## config.mk

```make
export PLATFORM = sky130hd
export DESIGN_NAME = fpga_reg_cmd_master
export DESIGN_NICKNAME = d
export VERILOG_FILES = /design/src/rtl/fpga_reg_cmd_master.sv
export SDC_FILE = /design/constraint.sdc
export NUM_CORES = 1
export LEC_CHECK = 0
export CORE_ASPECT_RATIO = 1.75
export CORE_MARGIN = 2
export CORE_UTILIZATION = 47
export CTS_BUF_LIST = sky130_fd_sc_hd__clkbuf_2 sky130_fd_sc_hd__clkbuf_4 sky130_fd_sc_hd__clkbuf_8
export CTS_CLUSTER_DIAMETER = 200
export DETAILED_ROUTE_END_ITERATION = 8
export PLACE_DENSITY = 0.87
export SLEW_MARGIN = 40
export SYNTH_ARGS = -nofsm -noshare
export SYNTH_HDL_FRONTEND = slang
export SYNTH_SLANG_ARGS = --single-unit
```

## constraint.sdc

```tcl
create_clock -name clk -period 3.6 [get_ports clk]
set_input_delay 0.72 -clock clk [delete_from_list [all_inputs] [get_ports clk]]
set_output_delay 0.72 -clock clk [all_outputs]
set_load 0.05 [all_outputs]
```

## src/rtl/fpga_reg_cmd_master.sv

```systemverilog
// Avalon-MM command master for the four-register FPGA slave.
// Buffers valid/ready commands in a 2-deep FIFO and issues one single-beat access per command.
module fpga_reg_cmd_master #(
  parameter int unsigned READ_LATENCY = 0
) (
  input  logic        clk,
  input  logic        reset_n,
  input  logic        cmd_valid,
  output logic        cmd_ready,
  input  logic        cmd_write,
  input  logic [1:0]  cmd_address,
  input  logic [31:0] cmd_data,
  output logic        rsp_valid,
  input  logic        rsp_ready,
  output logic        rsp_write,
  output logic [31:0] rsp_data,
  output logic [1:0]  avm_address,
  output logic        avm_chipselect,
  output logic        avm_write_n,
  output logic [31:0] avm_writedata,
  input  logic [31:0] avm_readdata,
  output logic [15:0] wr_count,
  output logic [15:0] rd_count
);

  typedef enum logic [1:0] {IDLE, BUS, RESP} state_t;

  typedef struct packed {
    logic        write;
    logic [1:0]  address;
    logic [31:0] data;
  } cmd_t;

  localparam logic [1:0] LAT_LAST = 2'(READ_LATENCY);

  state_t     state;
  cmd_t       fifo_mem [2];
  logic       wr_ptr;
  logic       rd_ptr;
  logic [1:0] fifo_count;
  logic       push;
  logic       pop;
  cmd_t       head;
  logic [1:0] lat_cnt;

  assign cmd_ready = (fifo_count != 2'd2);
  assign push      = cmd_valid && cmd_ready;
  assign pop       = (state == IDLE) && (fifo_count != 2'd0);
  assign head      = fifo_mem[rd_ptr];

  always_ff @(posedge clk or negedge reset_n) begin
    if (!reset_n) begin
      for (int unsigned i = 0; i < 2; i++) fifo_mem[i] <= '0;
      wr_ptr     <= 1'b0;
      rd_ptr     <= 1'b0;
      fifo_count <= '0;
    end else begin
      if (push) begin
        fifo_mem[wr_ptr] <= '{write: cmd_write, address: cmd_address, data: cmd_data};
        wr_ptr           <= ~wr_ptr;
      end
      if (pop) rd_ptr <= ~rd_ptr;
      case ({push, pop})
        2'b10:   fifo_count <= fifo_count + 2'd1;
        2'b01:   fifo_count <= fifo_count - 2'd1;
        default: fifo_count <= fifo_count;
      endcase
    end
  end

  // Reads hold chipselect for LAT_LAST+1 cycles; lat_cnt counts the extra ones.
  always_ff @(posedge clk or negedge reset_n) begin
    if (!reset_n) begin
      state          <= IDLE;
      lat_cnt        <= '0;
      rsp_valid      <= 1'b0;
      rsp_write      <= 1'b0;
      rsp_data       <= '0;
      avm_address    <= '0;
      avm_chipselect <= 1'b0;
      avm_write_n    <= 1'b1;
      avm_writedata  <= '0;
      wr_count       <= '0;
      rd_count       <= '0;
    end else begin
      case (state)
        IDLE: begin
          if (pop) begin
            avm_address    <= head.address;
            avm_writedata  <= head.data;
            rsp_write      <= head.write;
            avm_chipselect <= 1'b1;
            avm_write_n    <= ~head.write;
            lat_cnt        <= '0;
            state          <= BUS;
          end
        end
        BUS: begin
          if (!avm_write_n) begin
            avm_chipselect <= 1'b0;
            avm_write_n    <= 1'b1;
            rsp_data       <= avm_writedata;
            wr_count       <= wr_count + 16'd1;
            rsp_valid      <= 1'b1;
            state          <= RESP;
          end else if (lat_cnt == LAT_LAST) begin
            avm_chipselect <= 1'b0;
            rsp_data       <= avm_readdata;
            rd_count       <= rd_count + 16'd1;
            rsp_valid      <= 1'b1;
            state          <= RESP;
          end else begin
            lat_cnt <= lat_cnt + 2'd1;
          end
        end
        RESP: begin
          if (rsp_ready) begin
            rsp_valid <= 1'b0;
            state     <= IDLE;
          end
        end
        default: state <= IDLE;
      endcase
    end
  end

endmodule
```

==> metrics.md <==
| Metric | Value |
|---|---|
| Outcome | `finished clean` |
| Critical path cell sequence | `clkdlybuf4s50_1` |
| Hold/Removal Path Class | `primary input to asynchronous set/reset pin` |
| Yosys warnings | `0` |
| P&R area growth vs syn | `30.9%` |
| Pwr dens | `998 nW/um2` |
| CTS Buf Count | `17` |
| Lkg Pwr | `4.32 nW` |
| CTS clk-pin slew, worst paths | `0.10 ns` |
| Residual DRC count | `0` |
| Slew HR | `0.447` |
| Resized cells post-CTS | `0` |
| Slew Viols, Final | `0` |
| Core area | `~16000 um2` |
| Max-cap violations | `0` |
| Worst Tran Pin Value | `just over 0.8 ns` |
| Most frequent cells in the layout | `dfrtp_1, clkdlybuf4s50_1, nor2_1` |
| Hold_ws | `0.291 ns` |
| Initial antenna violation count | `2` |
| Syn Nets | `688` |
| Final setup fails | `0` |
| Post-DR vias/cell | `~5.2` |
| Final Power | `9.93 mW` |
| Initial Util | `0.479` |
| Number of synthesized flops with an enable pin | `0` |
| Commonest non-fill, non-tap cell in the layout | `dfrtp_1` |
| GRT overflow | `0` |
| RSZ-0062 raised after global routing | `false` |
| Total track usage | `0.202` |
| Final Cell Area | `around 10000 um2` |
| Worst EP required | `2.88 ns` |
| Fin. Hold Viols | `0` |
| Post-DR wirelength/cell | `between 15 and 20 um` |
| Slack of the critical path | `approximately 0.75 ns` |
| CP delay by family, top | `buffers and inverters` |
| Hpwl dp | `12.3 mm` |
| Dpl cell area | `roughly 9500 um2` |
| DR pass1 iterations | `4` |
| Setup Skew | `approximately 0.017 ns` |
| Period minus WS final | `2.85 ns` |
| Crit. End Element | `output port` |
| # IOs | `174` |
| Synth async-reset ratio | `1.00` |
| Top Layer Used | `met4` |
| Clk_lat worst skew | `0.45 ns` |
| PortBufs | `around 170` |
| Die H | `~170 um` |
| Chip width | `100 um` |
| Post-synthesis sequential area ratio | `0.593` |
| Worst Path Buf+Inv | `1` |
| Synth Flop Type | `dfrtp_1` |
| Largest net degree at the start of global routing | `75` |
| Final Cycle Share | `0.791` |
| Worst ir drop on vdd | `0.525 mV` |
| Largest stage delay, worst path | `0.89 ns` |
| Postcts setup bufs | `0` |
| Crit Path Max Fanout | `13` |
| Max Root-Sink Buffers | `2` |
| CTS tree | `built` |
| Nets@finish | `~860` |
| Gpl congestion | `0.790` |
| Distinct cells, synth | `39` |
| Layout cells sized above 1 | `0.164` |
| Setup_tns | `0 ns` |
| Rows | `between 60 and 70` |
| First-iteration detailed-routing DRC count | `194` |
| First-pass GRT wire length | `27.1 mm` |
| CP startpoint kind | `register` |
| Pre-CTS setup slack | `0.935 ns` |
| Fill cells | `1253` |
| Syn_area_per_cell | `12.4 um2` |
| Met2 WL post-DR | `9.08 mm` |
| WS Path Type | `register to output port` |
| Syn Inst Count | `612` |
| Root buffer cell | `clkbuf_8` |
| Hold-fix buffers, CTS | `0` |
| Routed Antenna Nets | `0` |
| Max Fclk | `0.351 GHz` |
| Met1 wire length | `6.66 mm` |
| Via Count | `5168` |
| Final WL | `approximately 17 mm` |
| Synth Register Bits | `180` |
| CP Data Arrival Time | `2.13 ns` |
| H-tree levels | `4` |
| Number of global-route vias before repair | `5458` |
| Sink Count | `180` |
| Met3 WL | `508 um` |
| Critical path's slowest cell | `clkdlybuf4s50_1` |
| R2r setup slk | `1.38 ns` |
| Die Footprint | `17200 um2` |
| Cell Area, Synth | `7600 um2` |
## where the power goes
group          internal (mW)  switching, mW
logic                   1.97           2.92
registers               2.92          0.712
clock network          0.598          0.817
total                   5.48           4.45
## synthesized netlist by cell type (2+ instances only)
library cell  instances  area share
nor3_2                2      0.0026
o21ai_0               3      0.0020
dfrtp_1             179        0.59
a21oi_1              66       0.043
buf_1                 3      0.0015
nor4_1                2      0.0016
mux2_2               72        0.11
nand2_1              21       0.010
buf_2                18       0.012
nor3_1                6      0.0040
xnor2_1              21       0.024
nand4_1               5      0.0041
nand2b_1              4      0.0033
nor2_1               79       0.039
nand3_1               9      0.0059
buf_4                 4      0.0040
xor2_1               14       0.016
clkbuf_1              4      0.0020
and3_1                3      0.0025
inv_1                 7      0.0035
mux2i_1              68       0.090
ha_1                  5      0.0082
## stage by stage
step / std cells / utilization
after floorplan: 612 / -
after CTS: 987 / 0.626
final: 989 / 0.627
after global placement: 955 / 0.600
after detailed placement: 955 / 0.600
after global routing: 989 / 0.627
## cells by family after synthesis
kind of cell	after synthesis	share of synthesized area
multiplexers	140	0.196
AO/OA/AOI/OAI	73	0.0492
XOR/XNOR	35	0.0403
adder cells (fa/ha/maj)	5	0.00823
buffers and inverters	37	0.0242
AND/OR/NAND/NOR	142	0.0892
flip-flops	180	0.593
## path summary, 6_finish.rpt
check,from,end,depth (start not counted)
min reg2reg,wr_count[15],wr_count[15],1
max reg2reg,avm_write_n,rd_count[15],5
max in group asynchronous,reset_n,avm_writedata[18],2
max,avm_write_n,avm_write_n,1
min in group clk,wr_count[15],wr_count[15],1
min,reset_n,fifo_mem[68],1
## sequential cells by signal (all words and copies together), names as in the netlist
| register | cells |
|---|---|
| rsp_data | 32 |
| fifo_mem | 70 |
| rsp_valid | 1 |
| state | 2 |
| fifo_count | 2 |
| avm_address | 2 |
| rsp_write | 1 |
| lat_cnt | 2 |
| avm_chipselect | 1 |
| rd_ptr | 1 |
| avm_writedata | 32 |
| wr_count | 16 |
| rd_count | 16 |
| avm_write_n | 1 |
| wr_ptr | 1 |
## routing by layer
layer / up-vias / GRT usage
met2: 121 / 0.365
met1: 2567 / 0.230
li1: 2452 / -
met5: - / 0
met4: 0 / 0.0935
met3: 28 / 0.0348
## layout make-up
type | count | area, um2 | share of cell area
Timing Repair Buffer | 184 | 1830 | 0.184
Tap cell | 189 | 236 | 0.0238
Inverter | 7 | 26.3 | 0.00264
Antenna cell | 2 | 5.00 | 0.000503
Clock inverter | 15 | 181 | 0.0182
Sequential cell | 180 | 4510 | 0.453
Clock buffer | 17 | 234 | 0.0235
Multi-Input combinational cell | 395 | 2930 | 0.295
No activity file was read; power rests on OpenSTA's default activity.
